<file path="src/rtl/ser_pkg.sv">
// Shared types and constants for the serial word shifter.
// Contents: state encoding, default word width / gap length, even-parity helper.
package ser_pkg;

  localparam int unsigned SER_WIDTH_DEF = 8;
  localparam int unsigned SER_GAP_DEF   = 2;
  // Widest word the parity helper handles; callers zero-extend into it.
  localparam int unsigned SER_PAR_MAX_W = 64;

  typedef enum logic [1:0] {
    IDLE   = 2'd0,
    SHIFT  = 2'd1,
    GAP    = 2'd2,
    PARITY = 2'd3
  } ser_state_t;

  // Even parity; zero-extension does not change the result.
  function automatic logic ser_parity(input logic [SER_PAR_MAX_W-1:0] v);
    return ^v;
  endfunction

endpackage

</file>
<file path="src/rtl/ser_gap_timer.sv">
// Loadable down-counter that times the idle gap between words.
// Ports:
//   clk       rising-edge clock
//   reset     asynchronous active-low reset
//   i_start   load the counter; the gap begins in the following cycle
//   o_expired registered: current cycle is the last gap cycle (or timer idle)
module ser_gap_timer #(
  parameter int unsigned GAP_CYCLES = 2
) (
  input  logic clk,
  input  logic reset,
  input  logic i_start,
  output logic o_expired
);

  localparam int unsigned CNT_W = (GAP_CYCLES > 0) ? $clog2(GAP_CYCLES + 1) : 1;

  logic [CNT_W-1:0] r_cnt;
  logic             r_expired;

  // Count holds remaining gap cycles after the current one; expired tracks cnt == 0.
  always_ff @(posedge clk or negedge reset) begin
    if (!reset) begin
      r_cnt     <= '0;
      r_expired <= 1'b1;
    end else if (i_start) begin
      r_cnt     <= CNT_W'(GAP_CYCLES - 1);
      r_expired <= (GAP_CYCLES <= 1);
    end else if (r_cnt != '0) begin
      r_cnt     <= r_cnt - CNT_W'(1);
      r_expired <= (r_cnt == CNT_W'(1));
    end
  end

  assign o_expired = r_expired;

endmodule

</file>
<file path="src/rtl/serial_word_shifter.sv">
// Parallel-to-serial feeder for the serial sequence detectors: one-deep word
// buffer behind a valid/ready handshake, bit-serial output with an idle gap
// of GAP_CYCLES between words.
// Optional feature: define SER_PARITY_EN to append an even-parity bit per word.
// Ports:
//   clk        rising-edge clock
//   reset      asynchronous active-low reset
//   in_data    parallel word (WIDTH bits)
//   in_valid   in_data valid
//   in_ready   buffer empty, a word is accepted this cycle if in_valid
//   x_out      serial bit stream (IDLE_LEVEL when no bit is valid)
//   x_valid    x_out carries a data or parity bit
//   busy       FSM not idle or buffer occupied
//   word_done  pulse with the last bit of a word
module serial_word_shifter
  import ser_pkg::*;
#(
  parameter int unsigned WIDTH      = SER_WIDTH_DEF,
  parameter int unsigned GAP_CYCLES = SER_GAP_DEF,
  parameter logic        IDLE_LEVEL = 1'b0,
  parameter logic        MSB_FIRST  = 1'b1
) (
  input  logic             clk,
  input  logic             reset,
  input  logic [WIDTH-1:0] in_data,
  input  logic             in_valid,
  output logic             in_ready,
  output logic             x_out,
  output logic             x_valid,
  output logic             busy,
  output logic             word_done
);

  localparam int unsigned CNT_W = $clog2(WIDTH);

  ser_state_t       r_state,     w_state_nxt;
  logic [WIDTH-1:0] r_buf,       w_buf_nxt;
  logic             r_buf_full,  w_buf_full_nxt;
  logic             r_in_ready;
  logic [WIDTH-1:0] r_shreg,     w_shreg_nxt;
  logic [CNT_W-1:0] r_bit_cnt,   w_bit_cnt_nxt;
  logic             r_x_out,     w_x_out_nxt;
  logic             r_x_valid,   w_x_valid_nxt;
  logic             r_word_done, w_word_done_nxt;
  logic             r_busy,      w_busy_nxt;
  logic             w_load;
  logic             w_end_word;
  logic             w_gap_start;
  logic             w_gap_expired;
`ifdef SER_PARITY_EN
  logic             r_parity,    w_parity_nxt;
`endif

  ser_gap_timer #(
    .GAP_CYCLES (GAP_CYCLES)
  ) u_gap_timer (
    .clk       (clk),
    .reset     (reset),
    .i_start   (w_gap_start),
    .o_expired (w_gap_expired)
  );

  // Next-state and next-output logic; every register's D input is computed here.
  always_comb begin
    w_state_nxt     = r_state;
    w_buf_nxt       = r_buf;
    w_buf_full_nxt  = r_buf_full;
    w_shreg_nxt     = r_shreg;
    w_bit_cnt_nxt   = r_bit_cnt;
    w_x_out_nxt     = IDLE_LEVEL;
    w_x_valid_nxt   = 1'b0;
    w_word_done_nxt = 1'b0;
    w_load          = 1'b0;
    w_end_word      = 1'b0;
    w_gap_start     = 1'b0;
`ifdef SER_PARITY_EN
    w_parity_nxt    = r_parity;
`endif

    unique case (r_state)
      IDLE: begin
        w_load = r_buf_full;
      end
      SHIFT: begin
        // r_bit_cnt = bits still to show after the one currently on x_out
        if (r_bit_cnt != '0) begin
          w_bit_cnt_nxt = r_bit_cnt - CNT_W'(1);
          w_x_out_nxt   = MSB_FIRST ? r_shreg[WIDTH-1] : r_shreg[0];
          w_shreg_nxt   = MSB_FIRST ? (r_shreg << 1) : (r_shreg >> 1);
          w_x_valid_nxt = 1'b1;
`ifndef SER_PARITY_EN
          w_word_done_nxt = (r_bit_cnt == CNT_W'(1));
`endif
        end else begin
`ifdef SER_PARITY_EN
          w_state_nxt     = PARITY;
          w_x_out_nxt     = r_parity;
          w_x_valid_nxt   = 1'b1;
          w_word_done_nxt = 1'b1;
`else
          w_end_word      = 1'b1;
`endif
        end
      end
      GAP: begin
        if (w_gap_expired) begin
          w_load = r_buf_full;
          if (!r_buf_full) w_state_nxt = IDLE;
        end
      end
      PARITY: begin
`ifdef SER_PARITY_EN
        w_end_word = 1'b1;
`else
        w_state_nxt = IDLE;
`endif
      end
    endcase

    // Word finished: open the gap, or chain straight into the next word.
    if (w_end_word) begin
      if (GAP_CYCLES != 0) begin
        w_state_nxt = GAP;
        w_gap_start = 1'b1;
      end else if (r_buf_full) begin
        w_load = 1'b1;
      end else begin
        w_state_nxt = IDLE;
      end
    end

    // Buffer -> shift register, first bit presented at the same edge.
    if (w_load) begin
      w_state_nxt    = SHIFT;
      w_buf_full_nxt = 1'b0;
      w_x_out_nxt    = MSB_FIRST ? r_buf[WIDTH-1] : r_buf[0];
      w_shreg_nxt    = MSB_FIRST ? (r_buf << 1) : (r_buf >> 1);
      w_bit_cnt_nxt  = CNT_W'(WIDTH - 1);
      w_x_valid_nxt  = 1'b1;
`ifdef SER_PARITY_EN
      w_parity_nxt   = ser_parity(SER_PAR_MAX_W'(r_buf));
`endif
    end

    // Accept only into an empty buffer, so it never coincides with a load.
    if (in_valid && !r_buf_full) begin
      w_buf_nxt      = in_data;
      w_buf_full_nxt = 1'b1;
    end

    w_busy_nxt = (w_state_nxt != IDLE) || w_buf_full_nxt;
  end

  // State and output registers.
  always_ff @(posedge clk or negedge reset) begin
    if (!reset) begin
      r_state     <= IDLE;
      r_buf       <= '0;
      r_buf_full  <= 1'b0;
      r_in_ready  <= 1'b1;
      r_shreg     <= '0;
      r_bit_cnt   <= '0;
      r_x_out     <= IDLE_LEVEL;
      r_x_valid   <= 1'b0;
      r_word_done <= 1'b0;
      r_busy      <= 1'b0;
`ifdef SER_PARITY_EN
      r_parity    <= 1'b0;
`endif
    end else begin
      r_state     <= w_state_nxt;
      r_buf       <= w_buf_nxt;
      r_buf_full  <= w_buf_full_nxt;
      r_in_ready  <= ~w_buf_full_nxt;
      r_shreg     <= w_shreg_nxt;
      r_bit_cnt   <= w_bit_cnt_nxt;
      r_x_out     <= w_x_out_nxt;
      r_x_valid   <= w_x_valid_nxt;
      r_word_done <= w_word_done_nxt;
      r_busy      <= w_busy_nxt;
`ifdef SER_PARITY_EN
      r_parity    <= w_parity_nxt;
`endif
    end
  end

  assign in_ready  = r_in_ready;
  assign x_out     = r_x_out;
  assign x_valid   = r_x_valid;
  assign busy      = r_busy;
  assign word_done = r_word_done;

endmodule

</file>
<file path="config.mk">
export PLATFORM = sky130hd
export DESIGN_NAME = serial_word_shifter
export DESIGN_NICKNAME = d
export VERILOG_FILES = /design/src/rtl/ser_pkg.sv /design/src/rtl/ser_gap_timer.sv /design/src/rtl/serial_word_shifter.sv
export SDC_FILE = /design/constraint.sdc
export NUM_CORES = 1
export LEC_CHECK = 0
export ABC_CLOCK_PERIOD_IN_PS = 1300
export CORE_ASPECT_RATIO = 1.5
export CORE_MARGIN = 4
export CORE_UTILIZATION = 37
export CTS_CLUSTER_SIZE = 30
export DETAILED_ROUTE_END_ITERATION = 6
export GPL_ROUTABILITY_DRIVEN = 1
export HOLD_SLACK_MARGIN = 0.03
export PLACE_DENSITY = 0.67
export SYNTH_ARGS = -nofsm -noshare
export SYNTH_HDL_FRONTEND = slang
export SYNTH_SLANG_ARGS = --single-unit
</file>
<file path="constraint.sdc">
create_clock -name clk -period 1.3 [get_ports clk]
set_input_delay 0.325 -clock clk [delete_from_list [all_inputs] [get_ports clk]]
set_output_delay 0.325 -clock clk [all_outputs]
set_load 0.05 [all_outputs]
</file>
# After elaboration in Yosys (flattened, before gate mapping)
# Cells that the tools add are included.
# W data, S select, Z words.
[classes]
add_sub_neg = 2
n_eq_ne = 5
n_mux = 30
bitwise_logic = 1
reduce_logical = 11
[op_table]
columns = ["operator", "n"]
rows = [
  ["$mux W8", 3],
  ["$mux W1", 16],
  ["$mux W2", 6],
  ["$reduce_bool A2 Y1", 5],
  ["$mux W3", 3],
  ["$eq A2 B1 Y1 const B", 2],
  ["$eq A2 B2 Y1 const B", 2],
  ["$pmux W2 S2", 1],
  ["$eq A3 B1 Y1 const B", 1],
  ["$reduce_bool A3 Y1", 1],
  ["$sub A3 B1 Y3 const B", 1],
  ["$logic_not A2 Y1", 1],
  ["$pmux W1 S2", 1],
  ["$reduce_and A2 Y1", 1],
  ["$sub A2 B1 Y2 const B", 1],
  ["$logic_and A1 B1 Y1", 1],
  ["$logic_not A1 Y1", 1],
  ["$logic_or A1 B1 Y1", 1],
  ["$not A1 Y1", 1],
]
[totals]
ff_bits = 30
output_inout_bits = 5
elab_cells = 61

# Longest topological paths before layout
[logic_depth]
ltp_word = 7
ltp_mapped = 6
depth_no_buf = 5

# By module
# A second synthesis with hierarchy kept.
[hier_totals]
hier_cells = 114
area_unflattened_um2 = 1322.5
[modules_own_cells]
columns = ["module", "instances", "cells_each", "area_per_inst_um2", "seq_area_each_um2"]
rows = [
  ["serial_word_shifter", 1, 101, 1171.1, 651.9],
  ["ser_gap_timer", 1, 13, 151.4, 76.3],
]

# Worst setup path before layout
# Ideal clock, no wire load.
[synth_timing]
path_type = "reg-to-reg"
start = "reg r_bit_cnt[0]"
end = "reg r_shreg[2]"
setup_ns = 0.081
t_arrival_ns = 1.249
required_ns = 1.219
setup_slack_ns = -0.030
path_stages_with_launch = 7
period_less_slack_ns = 1.330
path_cell_list = "dfrtp_1 > inv_1 > ha_1 > nand2b_1 > clkbuf_1 > nand3_1 > a31oi_2"
[synth_between]
elab_chain_cells = 3
[synth_rtl]
columns = ["item", "line", "rtl"]
rows = [
  ["from (decl)", "serial_word_shifter.sv:41", "logic [CNT_W-1:0] r_bit_cnt, w_bit_cnt_nxt;"],
  ["from (signal assigned)", "serial_word_shifter.sv:176", "r_bit_cnt <= w_bit_cnt_nxt;"],
  ["$reduce_bool A3 Y1", "serial_word_shifter.sv:86", "if (r_bit_cnt != '0) begin"],
  ["$reduce_bool A2 Y1 (no line)", "n/a", ""],
  ["$reduce_and A2 Y1 (no line)", "n/a", ""],
  ["to (signal assigned)", "serial_word_shifter.sv:175", "r_shreg <= w_shreg_nxt;"],
  ["to (decl)", "serial_word_shifter.sv:40", "logic [WIDTH-1:0] r_shreg, w_shreg_nxt;"],
]
# Every way passes these cells.
# A chain may end at the register's enable or synchronous reset.

# Worst setup path after layout
[layout_timing]
start = "reg r_bit_cnt[0]"
end = "reg r_bit_cnt[2]"
[layout_between]
elab_chain_cells = 4
[layout_rtl]
columns = ["item", "line", "rtl"]
rows = [
  ["$sub A3 B1 Y3", "serial_word_shifter.sv:87", "w_bit_cnt_nxt = r_bit_cnt - CNT_W'(1);"],
  ["$mux W3", "serial_word_shifter.sv:86", ""],
  ["$mux W3", "serial_word_shifter.sv:80", "unique case (r_state)"],
  ["$mux W3", "serial_word_shifter.sv:133", "if (w_load) begin"],
]
# Parallel ways exist; a longest one is shown, timed or not. The select of a mux whose other input is x is not followed.

==> impl_metrics.py <==
metrics = {
    "detailed_routing": {
        "drt-initial-drc-count": 31,
        "num_vias": 1017,
        "drc": 0,
        "drtAntennaViolNets": 0,
        "drt_pass1_iterations": 4,
        "totalWireLength_um": 3060,
        "drt-wirelength-per-cell_um": 15.8,
        "via_per_inst": 5.27,
    },
    "job": {
        "drv_cap": 0,
    },
    "run_status": {
        "outcome": "finished, violations left",
        "violations": "setup timing",
    },
    "synthesis": {
        "synth_fp_nets": 132,
        "synth_edf_count": 0,
        "ys_warn_count": 0,
        "syn-instance-count": 116,
        "async_reset_ff_frac": 1.00,
        "synth.avg_cell_area_um2": 11.4,
        "synth_seq_cells": 29,
        "ys_seq_area_frac": 0.550,
        "synth_top_cell_area_share": 0.510,
        "synth.distinct_cells": 26,
        "synth_area_leaders": "dfrtp_1 (51%), mux2_2 (6.8%), a31oi_2 (5.7%)",
        "yosysTopAreaCell": "dfrtp_1",
        "syn_area_um2": 1330,
        "synthFlopType": "dfrtp_1",
    },
    "placed_design": {
        "place_area_um2": 1670,
        "place_congestion": 0.791,
        "dpl.hpwl_um": 2050,
        "portBuffers": 15,
    },
    "sta": {
        "clock-skew-final_ps": 7.10,
        "worst_slew_pin_slew_ps": 259,
        "maxSlewViolCount": 0,
        "finalCritPeriodShare": 1.06,
        "min_period_ps": 1380,
        "hold_violations": 0,
        "max_slew_margin": 0.826,
        "worst_slack_ps": -80.6,
        "finalSetupViolations": 4,
        "rsz0062_at_grt": "true",
        "fmax_mhz": 724,
    },
    "power": {
        "combPwrFrac": 0.522,
        "cellPowerDensity_nw_per_um2": 2640,
        "power_switching_uw": 1960,
        "p_int_uw": 3240,
        "p_sw_frac": 0.376,
        "p_leak_uw": 0.000842,
        "seqPwrFrac": 0.322,
        "power_uw": 5200,
        "ir_drop_mv": 1.60,
        "pwr-share-clk": 0.157,
    },
    "global_routing": {
        "grt_max_degree": 30,
        "track_usage": 0.143,
        "grt_pass1_vias": 1139,
        "grt-ovfl-total": 0,
        "antenna_found_initial": 0,
        "grt_pass1_wl_um": 5000,
    },
    "critical_path": {
        "ff2ff_path_depth": 6,
        "path_max_fanout": 2,
        "cp.arrival_ps": 1610,
        "worst-setup-path-type": "reg2reg",
        "endpoint_kind": "flip-flop",
        "worstSetupStartpointType": "flip-flop",
        "regToRegSetupSlack_ps": -80,
        "crit_required_ps": 1530,
    },
    "final_layout": {
        "final_area_um2": 1970,
        "drive_gt1_frac": 0.490,
        "diodes": 0,
        "nNetsFinal": 166,
        "fill_cells": 282,
        "area_delta_synth_final_pct": 48.8,
        "seq_area_um2": 728,
        "multi_input_area_um2": 679,
    },
    "cts": {
        "postCtsHoldBufs": 0,
        "cts_made_buffers": 5,
        "root_buffer": "clkbuf_8",
        "clkTransAtPathRegs_ps": 60,
        "h-tree-depth": 2,
        "clkLatencyLatePin_ps": 290,
        "cts_num_sinks": 29,
        "clk_path_buf_depth": 2,
        "cts_tree": "yes",
    },
    "die": {
        "fp.dieW_um": 56.9,
        "ios": 16,
        "die-area_um2": 4620,
        "row_count": 26,
        "initial_core_util": 0.388,
        "core_area_um2": 3420,
        "die_height_um": 81.3,
    },
    "min_path": {
        "hold_path_depth": 3,
        "hold_path.class": "in2reg",
    },
}
-- repair_timing --
item                       4_1_cts  5_1_grt
buffers inserted                 1        1
pin swaps                        4       14
cloned                           1        0
setup endpoints to repair       18       22
resized for setup               28       25
-- routing by layer --
metal / track usage / share of wire
met5: 0 / 0
met4: 0.0789 / 0.017
met3: 0.0461 / 0.043
met2: 0.267 / 0.58
met1: 0.137 / 0.36
-- cell families after synthesis --
family                   count (synthesis)  share of synthesized area
AND/OR/NAND/NOR                         34                      0.135
flip-flops                              29                      0.550
AO/OA/AOI/OAI                           24                      0.136
buffers and inverters                   14                     0.0500
multiplexers                             9                     0.0755
adder cells (fa/ha/maj)                  5                     0.0472
XOR/XNOR                                 1                    0.00661
-- final timing paths --
kind	startpoint	to
max	r_bit_cnt[0]	r_bit_cnt[2]
min	in_valid	in_ready
max reg2reg	r_bit_cnt[0]	r_bit_cnt[2]
min reg2reg	r_buf[0]	r_shreg[1]
max in group asynchronous	reset	in_ready
min in group asynchronous	reset	r_shreg[5]
-- layout by cell type (no fill, tap or decap), types with 5 or more instances in the layout --
master / count
buf_4: 13
a31oi_2: 6
buf_6: 6
buf_12: 6
nor2_1: 5
o21ai_1: 6
mux2_2: 5
clkbuf_8: 7
nand3_1: 9
clkdlybuf4s50_1: 9
dfrtp_1: 27
-- sequential cells by signal (all words and copies together) (netlist names) --
signal,count
x_out,1
u_gap_timer.o_expired,1
r_buf_full,1
r_shreg,7
x_valid,1
busy,1
r_bit_cnt,3
r_state,2
u_gap_timer.r_cnt,2
r_buf,8
word_done,1
in_ready,1
-- worst max-delay path: stages (launching register included) --
cell and delay (ps):
dfrtp_1 410, inv_2 100, buf_6 110, ha_4 130, inv_2 30, or4_4 470, nand3_2 70
-- stage by stage --
stage          setup TNS (ps)   util  std cells  hold WS (ps)  worst slack, ps
2_1_floorplan            -161      -        116          29.4            -26.9
3_3_place_gp            -3450  0.490        182           461             -262
3_5_place_dp            -4060  0.490        182           458             -291
4_1_cts                  -193  0.542        192           402            -47.7
5_1_grt                  -361  0.577        193           346             -111
6_report                 -117  0.577        193           315            -80.6
-- power groups by stage --
stage	sequential (uW)	clock (uW)	combinational [uW]
6_report	1670	814	2710
5_1_grt	1730	876	2920
4_1_cts	1640	825	2400
3_5_place_dp	1630	0	2170
3_3_place_gp	1600	0	2080
2_1_floorplan	1730	0	1220
-- cells in the mapped netlist, drive strengths merged (2+ instances only) --
cell type / n
dfrtp: 27
a31oi: 6
clkbuf: 2
mux2: 8
buf: 6
nor3: 6
ha: 5
nor2: 7
nand3: 10
dfstp: 2
o22ai: 2
inv: 6
nor2b: 4
nand2b: 4
o21ai: 12
-- area by class of cell --
type | instances | area share
clock inverters | 1 | 0.00254
multi-input cells | 73 | 0.345
flip-flops and latches | 29 | 0.369
inverters | 6 | 0.0114
well taps | 42 | 0.0266
clock buffers | 7 | 0.0489
repair buffers | 35 | 0.197
Power figures use the tool's default switching activity.
